===== config.mk =====
export PLATFORM = sky130hd
export DESIGN_NAME = captura_pin
export DESIGN_NICKNAME = d
export VERILOG_FILES = /design/src/rtl/captura_pin.sv
export SDC_FILE = /design/constraint.sdc
export NUM_CORES = 1
export LEC_CHECK = 0
export CORE_UTILIZATION = 25
export CTS_BUF_LIST = sky130_fd_sc_hd__clkbuf_4 sky130_fd_sc_hd__clkbuf_8 sky130_fd_sc_hd__clkbuf_16
export DETAILED_ROUTE_END_ITERATION = 16
export HOLD_SLACK_MARGIN = 0.08
export SETUP_SLACK_MARGIN = 0.3
export SYNTH_ARGS = -nofsm -noshare
export SYNTH_HDL_FRONTEND = slang
export SYNTH_SLANG_ARGS = --single-unit

===== constraint.sdc =====
create_clock -name Clk -period 1.8 [get_ports Clk]
set_input_delay 0.36 -clock Clk [delete_from_list [all_inputs] [get_ports Clk]]
set_output_delay 0.36 -clock Clk [all_outputs]
set_load 0.01 [all_outputs]

===== src/rtl/captura_pin.sv =====
`default_nettype none
// ============================================================================
// Module      : captura_pin
// Description : Keypad PIN-entry stage ahead of the gate controller.
//               Collects two BCD digits while a vehicle is present and
//               delivers them as an 8-bit Pin with a one-cycle Pin_valido
//               strobe. Handles clear, inactivity timeout and lock-out.
// Ports       : Clk            - clock, rising edge
//               Reset          - asynchronous, active-high reset
//               Vehiculo       - vehicle present at the gate
//               Bloqueo        - controller lock-out, entry disabled when high
//               Tecla[3:0]     - key code (0-9 digits, A-F non-digit)
//               Tecla_valida   - key strobe, rising edge = one key press
//               Borrar         - clear key (level)
//               Enviar         - enter key (level)
//               Pin[7:0]       - [7:4] first digit, [3:0] second digit
//               Pin_valido     - one-cycle pulse, Pin is new
//               Digitos[1:0]   - digits currently buffered (0..2)
//               Tecla_invalida - one-cycle pulse, non-digit key rejected
//               Timeout        - one-cycle pulse, partial entry discarded
// Revision    : 1.0 - initial release
// ============================================================================
module captura_pin #(
    parameter int TIMEOUT_CICLOS = 100,
    parameter int TO_W           = 8
) (
    input  logic       Clk,
    input  logic       Reset,
    input  logic       Vehiculo,
    input  logic       Bloqueo,
    input  logic [3:0] Tecla,
    input  logic       Tecla_valida,
    input  logic       Borrar,
    input  logic       Enviar,
    output logic [7:0] Pin,
    output logic       Pin_valido,
    output logic [1:0] Digitos,
    output logic       Tecla_invalida,
    output logic       Timeout
);

    typedef enum logic [2:0] {
        INACTIVO = 3'd0,
        DIG0     = 3'd1,
        DIG1     = 3'd2,
        LLENO    = 3'd3,
        ENTREGA  = 3'd4
    } estado_t;

    localparam logic [TO_W-1:0] c_limite = TO_W'(TIMEOUT_CICLOS - 1);

    estado_t         r_estado;
    logic [7:0]      r_buffer;
    logic [TO_W-1:0] r_cnt;
    logic            r_tv_prev;

    logic w_pulsacion;
    logic w_es_digito;
    logic w_inactivo;
    logic w_expira;

    assign w_pulsacion = Tecla_valida & ~r_tv_prev;
    assign w_es_digito = (Tecla <= 4'd9);
    assign w_inactivo  = ~Vehiculo | Bloqueo;
    assign w_expira    = (r_cnt == c_limite);

    always_ff @(posedge Clk or posedge Reset) begin
        if (Reset) begin
            r_estado       <= INACTIVO;
            r_buffer       <= 8'h00;
            r_cnt          <= '0;
            r_tv_prev      <= 1'b0;
            Pin            <= 8'h00;
            Pin_valido     <= 1'b0;
            Digitos        <= 2'd0;
            Tecla_invalida <= 1'b0;
            Timeout        <= 1'b0;
        end else begin
            r_tv_prev      <= Tecla_valida;
            // Pulses default low so each lasts exactly one cycle.
            Pin_valido     <= 1'b0;
            Tecla_invalida <= 1'b0;
            Timeout        <= 1'b0;

            if (r_estado == ENTREGA) begin
                // Delivery completes even if the gate drops out this cycle;
                // only the next state is subject to the lock-out rule.
                Pin        <= r_buffer;
                Pin_valido <= 1'b1;
            end

            if (w_inactivo) begin
                r_estado <= INACTIVO;
                r_buffer <= 8'h00;
                r_cnt    <= '0;
                Digitos  <= 2'd0;
            end else begin
                case (r_estado)
                    INACTIVO: begin
                        r_cnt    <= '0;
                        r_estado <= DIG0;
                    end

                    DIG0: begin
                        r_cnt <= '0;
                        if (Borrar) begin
                            r_buffer <= 8'h00;
                            Digitos  <= 2'd0;
                        end else if (w_pulsacion && w_es_digito) begin
                            r_buffer[7:4] <= Tecla;
                            Digitos       <= 2'd1;
                            r_estado      <= DIG1;
                        end else if (w_pulsacion) begin
                            Tecla_invalida <= 1'b1;
                        end
                    end

                    DIG1, LLENO: begin
                        if (Borrar) begin
                            r_buffer <= 8'h00;
                            r_cnt    <= '0;
                            Digitos  <= 2'd0;
                            r_estado <= DIG0;
                        end else if (Enviar && r_estado == LLENO) begin
                            r_cnt    <= '0;
                            r_estado <= ENTREGA;
                        end else if (w_pulsacion && w_es_digito && r_estado == DIG1) begin
                            r_buffer[3:0] <= Tecla;
                            r_cnt         <= '0;
                            Digitos       <= 2'd2;
                            r_estado      <= LLENO;
                        end else begin
                            // Rejected key in DIG1 pulses but does not
                            // disturb the inactivity timer.
                            if (w_pulsacion && !w_es_digito && r_estado == DIG1)
                                Tecla_invalida <= 1'b1;
                            if (w_expira) begin
                                r_cnt    <= '0;
                                r_buffer <= 8'h00;
                                Digitos  <= 2'd0;
                                Timeout  <= 1'b1;
                                r_estado <= DIG0;
                            end else begin
                                r_cnt <= r_cnt + TO_W'(1);
                            end
                        end
                    end

                    ENTREGA: begin
                        r_buffer <= 8'h00;
                        r_cnt    <= '0;
                        Digitos  <= 2'd0;
                        r_estado <= DIG0;
                    end

                    default: begin
                        r_buffer <= 8'h00;
                        r_cnt    <= '0;
                        Digitos  <= 2'd0;
                        r_estado <= INACTIVO;
                    end
                endcase
            end
        end
    end

endmodule
`default_nettype wire


# After elaboration in Yosys (flattened, before gate mapping)
# Cells that the tools add are included.
# totals
out_inout_bits	13
rom_bits	0
mem_count	0
ramBits	0
regBits	33
latchBits	0
word_cells	92
# op_classes
n_eq_ne	15
multipliers	0
div	0
n_bitwise	4
reduce_logical	13
shift	0
mux	48
addsub	1
n_lt_le_gt_ge	1
# ops
operator	n
8-bit two-way mux	10
8-bit case mux with 3 select lines	1
3-bit two-way mux	7
4-bit two-way mux	5
4-bit inequality test (second input constant)	4
1-bit two-way mux	15
2-bit two-way mux	7
3-bit inequality test (second input constant)	3
3-bit case mux with 3 select lines	1
8-bit by 1-bit adder with 8-bit output (second input constant)	1
8-bit by 7-bit == test with 1-bit output (second input constant)	1
4-bit AND reduction	2
3-bit by 2-bit == test with 1-bit output (second input constant)	2
6-bit inequality test (second input constant)	1
2-bit case mux with 3 select lines	1
1-bit logical AND	5
5-bit inequality test (second input constant)	1
5-bit AND reduction	1
4-bit less-or-equal comparator (second input constant)	1
2-bit OR reduction	2
3-bit by 1-bit == test with 1-bit output (second input constant)	1
3-bit == test (second input constant)	1
3-bit zero test	1
3-bit AND reduction	1
other kinds (6)	7

# Logic depth before layout (Yosys ltp)
# logic_depth
word_depth	10
depth_mapped	6

# Worst setup path after synthesis
# Ideal clock, no wire load.
# synth_timing
kind	register to register
startpoint	register r_cnt[0]
endpoint	register r_estado[0]
path_stages_with_launch	7
arrival_time_ns	1.430
path_slack_ns	0.246
synth_period_minus_slack_ns	1.554
path_cell_list	dfrtp_1 > ha_1 > nand2_1 > nand4bb_1 > buf_2 > nand3_2 > a211o_1
# synth_between
elab_chain_len	3
# synth_rtl
item	line	rtl
from (decl)	54	logic [TO_W-1:0] r_cnt;
from (signal assigned)	144	r_cnt <= r_cnt + TO_W'(1);
8-bit by 7-bit == test with 1-bit output	65	assign w_expira = (r_cnt == c_limite);
6-bit inequality test (no source line)	--	
3-bit AND reduction (no source line)	--	
to (signal assigned)	69	r_estado <= INACTIVO;
to (signal assigned)	93	r_estado <= INACTIVO;
to (signal assigned)	101	r_estado <= DIG0;
to (decl)	52	estado_t r_estado;
# No other way between the ends.
# A chain may end at the register's enable or synchronous reset.

# Worst setup path after layout
# layout_timing
startpoint	register r_estado[2]
endpoint	register Digitos[1]
# layout_between
elab_chain_len	7
word_cells_on_any_way	17
cone_classes	7 x eq/ne; 5 x mux; 5 x reduce/logical
# layout_rtl
item	line	rtl
3-bit by 2-bit == test with 1-bit output	98, 127	
1-bit logical AND	127	end else if (w_pulsacion && w_es_digito && r_estado == DIG1) begin
2-bit two-way mux	127	
2-bit two-way mux	124	end else if (Enviar && r_estado == LLENO) begin
2-bit two-way mux	119	if (Borrar) begin
2-bit case mux with 3 select lines	98	case (r_estado)
2-bit two-way mux	92	if (w_inactivo) begin
to (signal assigned)	96	Digitos <= 2'd0;
to (signal assigned)	122	Digitos <= 2'd0;
to (signal assigned)	130	Digitos <= 2'd2;
to (decl)	37	output logic [1:0] Digitos,
# Several ways; a longest one is shown, not always the timed one. The select of a mux whose other input is x is not followed.

==> run metrics <==
status=complete, no violations; global-route wire length before repair=6.87 mm; WL met2=2.17 mm; CP startpoint kind=flop; area of all placed cells without fillers=2440 um2; final core utilization=0.407; Mapped Avg Cell Area=~11 um2; core box area=5990 um2; Hold Crit Class=in2reg; Vias=1371; share of power burned in combinational logic=0.114; maxcap violations=0; number of nets in the synthesized netlist=152; required time of the critical path=1990 ps; num ports=24; routed via count divided by cell count=4.90; drt pass-1 iters=4; area growth from synthesis to layout=55.5%; RSZ-0062 raised after global routing=true; post-route met1 wirelength=1.85 mm; FF+latch count, synth=33; ratio of total power to cell area=approximately 600 nW/um2; pin count of the biggest net entering global routing=34; antenna violations before repair=0; highest net fanout along the worst path=5; TritonCTS sink count=33; vias in the first global route=1367; part of the power in registers=0.510; power share of the clock group=0.376; Primary FF master, synth=sky130_fd_sc_hd__dfrtp_1; number of nets still failing antenna checks after routing=0; top sig layer=met4; endpoint type of the worst setup path=flop; number of failing hold endpoints at the final stage=0; deepest clock path buffer count=2; DRC violation count after routing=0; average routed wire per standard cell=15.0 um; final critical-path share of the clock period=0.881; sequential area share after synthesis=0.527; crit path time final=1590 ps; total count of max-transition violations in the final report=0; number of diodes added for antenna fixing=0; proportion of synthesized flip-flops having asynchronous set or reset=1.00; LEAKAGE=about 1.1 nW; worst slew pin tran=421 ps; number of nets in the layout=216; Post-CTS Hold Fix Bufs=0; Worst EP arrival=1780 ps; Final setup viols=0; Distinct cells, synth=42; ratio of cells with drive above 1 in the final layout=0.424; I/O Buffers=23; highest ir drop seen on vdd=414 uV; CTS tree=built; summed instance area of the synthesized netlist=1570 um2; effective utilization at floorplan=0.261; total global routing overflow=0; net switching component of the power=0.374 mW; clock slew at reported path FFs=70 ps; Post-Route WL=4.21 mm; Int Power=1.09 mW; final worst clock skew=approximately 4.7 ps; library cell occupying the most area in the post-synthesis netlist=sky130_fd_sc_hd__dfrtp_1; Worst Hold Launch=Tecla_valida; Die Width=81.2 um; insertion delay of the later-clocked pin in the worst-skew pair=280 ps; tightest slew margin relative to the limit=0.720; Total Die Area=6590 um2; master cell of the clock root buffer=sky130_fd_sc_hd__clkbuf_8; number of buffers created by CTS=5; Critical Path Source=r_estado[2]; sum of net half-perimeters after detailed placement=2.58 mm; leading cell types by total area after synthesis=sky130_fd_sc_hd__dfrtp_1 53%, sky130_fd_sc_hd__mux2_2 5.8%, sky130_fd_sc_hd__nor2_1 3.1%; wire length on met3=between 150 and 200 um; number of warning messages in the yosys log=0; depth of the CTS H-tree=2; Total GRT Usage=0.139; cell area reported after detailed placement=2070 um2; Post-synth EDFFs=0; classification of the worst setup path=reg2reg; area share of the leading cell type in the synthesized netlist=0.527; initial DRC count=59; maximum frequency from static timing analysis=0.631 GHz; worst hold margin=434 ps; R2R Path Start=r_estado[2]; switching part of the total=0.255; die outline height=81.2 um; global placer's final weighted congestion=roughly 0.88; Cell Rows=28; number of instances in the synthesized netlist=140
-- worst max-delay path, cell delays in order, from the launching register on --
cell and delay (ps):
sky130_fd_sc_hd__dfrtp_1 400, sky130_fd_sc_hd__or3b_4 420, sky130_fd_sc_hd__buf_6 140, sky130_fd_sc_hd__nor4_4 230, sky130_fd_sc_hd__buf_4 180, sky130_fd_sc_hd__a31oi_2 50
sky130_fd_sc_hd__o31ai_2 80
-- cell usage after synthesis (2+ instances only) --
| library cell | instances |
|---|---|
| sky130_fd_sc_hd__o2111ai_1 | 4 |
| sky130_fd_sc_hd__nor4_2 | 2 |
| sky130_fd_sc_hd__o211ai_1 | 4 |
| sky130_fd_sc_hd__mux2_2 | 8 |
| sky130_fd_sc_hd__xnor2_1 | 5 |
| sky130_fd_sc_hd__or3b_1 | 3 |
| sky130_fd_sc_hd__xor2_1 | 2 |
| sky130_fd_sc_hd__o211a_1 | 2 |
| sky130_fd_sc_hd__nor3b_1 | 2 |
| sky130_fd_sc_hd__nor4b_1 | 2 |
| sky130_fd_sc_hd__buf_2 | 4 |
| sky130_fd_sc_hd__inv_1 | 3 |
| sky130_fd_sc_hd__o21ai_0 | 2 |
| sky130_fd_sc_hd__dfrtp_1 | 33 |
| sky130_fd_sc_hd__nand3_1 | 7 |
| sky130_fd_sc_hd__a22o_1 | 4 |
| sky130_fd_sc_hd__nand2_1 | 12 |
| sky130_fd_sc_hd__nor2_1 | 13 |
| sky130_fd_sc_hd__nand2b_1 | 3 |
| sky130_fd_sc_hd__nor3_1 | 3 |
-- state kept, by name (all words and copies together) (netlist names) --
name and count:
Pin_valido 1, r_buffer 8, Digitos 2, r_cnt 8
r_estado 3, Timeout 1, r_tv_prev 1, Pin 8
Tecla_invalida 1
-- worst paths after layout --
check | cells past startpoint | slack (ps) | to
setup / recovery | 6 | 210 | Digitos[1]
hold / removal | 2 | 430 | r_tv_prev
setup reg to reg | 6 | 210 | Digitos[1]
hold reg to reg | 1 | 500 | r_buffer[0]
max in group asynchronous | 3 | 1010 | r_estado[1]
min in group asynchronous | 3 | 460 | r_cnt[2]
-- power groups by stage --
stage | sequential (mW) | combinational (mW) | clock [mW]
global placement | 0.762 | 0.142 | 0
detailed placement | 0.762 | 0.143 | 0
CTS | 0.748 | 0.153 | 0.569
global route | 0.748 | 0.182 | 0.614
finish | 0.748 | 0.167 | 0.552
floorplan | 0.762 | 0.0607 | 0
-- final cells by class --
cell class	count	area (um2)
Timing Repair Buffer	63	549
Clock buffer	5	68.8
Sequential cell	33	827
Tap cell	75	93.8
Multi-Input combinational cell	98	868
Clock inverter	3	17.5
Fill cell	583	3550
Inverter	3	11.3
-- what timing repair did --
item	4_1_cts	5_1_grt
pin swaps	14	6
resized for setup	46	13
setup buffers	9	4
setup endpoints to repair	33	25
cloned	1	1
-- through the flow --
| step | cells | worst slack (ps) | setup TNS [ps] | total power [mW] |
|---|---|---|---|---|
| 3_3_place_gp | 257 | -237 | -3320 | 0.904 |
| 6_report | 280 | 214 | 0 | 1.47 |
| 4_1_cts | 275 | 222 | 0 | 1.47 |
| 3_5_place_dp | 257 | -257 | -3710 | 0.905 |
| 5_1_grt | 280 | 147 | 0 | 1.54 |
| 2_1_floorplan | 140 | 292 | 0 | 0.822 |
-- cell families (layout without fill, tap and decap cells) --
logic type	count (synthesis)	count (layout)	share of synthesized area
buffers and inverters	9	74	0.0272
AO/OA/AOI/OAI	27	27	0.138
XOR/XNOR	7	7	0.0391
flip-flops	33	33	0.527
AND/OR/NAND/NOR	54	54	0.196
adder cells (fa/ha/maj)	1	1	0.00799
multiplexers	9	9	0.0639
-- layer usage --
metal,vias to the layer above,GRT usage
met3,5,0.0382
met1,698,0.180
met2,29,0.224
met4,0,0.0446
li1,639,-
met5,-,0
-- layout by cell type (no fill, tap or decap), types with 2 or more instances in the layout --
cell,netlist,routed
sky130_fd_sc_hd__dfrtp_1,33,32
sky130_fd_sc_hd__buf_4,1,32
sky130_fd_sc_hd__dlygate4sd2_1,0,18
sky130_fd_sc_hd__nand2_1,12,12
sky130_fd_sc_hd__mux2_2,8,8
sky130_fd_sc_hd__nand3_1,7,7
sky130_fd_sc_hd__nor2_1,13,5
sky130_fd_sc_hd__xnor2_1,5,5
sky130_fd_sc_hd__nor2_4,0,5
sky130_fd_sc_hd__clkbuf_8,0,5
sky130_fd_sc_hd__a22o_1,4,4
sky130_fd_sc_hd__o211ai_1,4,4
sky130_fd_sc_hd__buf_6,0,4
sky130_fd_sc_hd__or3b_4,0,3
sky130_fd_sc_hd__nand2b_1,3,3
sky130_fd_sc_hd__nor2_2,0,3
sky130_fd_sc_hd__inv_1,3,3
sky130_fd_sc_hd__clkdlybuf4s50_1,0,3
sky130_fd_sc_hd__nor3b_2,0,2
sky130_fd_sc_hd__nor4_4,0,2
sky130_fd_sc_hd__nor3_2,1,2
sky130_fd_sc_hd__xor2_1,2,2
sky130_fd_sc_hd__nor3_1,3,2
sky130_fd_sc_hd__o21ai_0,2,2
sky130_fd_sc_hd__o2111ai_2,0,2
sky130_fd_sc_hd__o2111ai_1,4,2
sky130_fd_sc_hd__clkinv_2,0,2
sky130_fd_sc_hd__dlymetal6s2s_1,0,2
No activity file was read; power rests on OpenSTA's default activity.
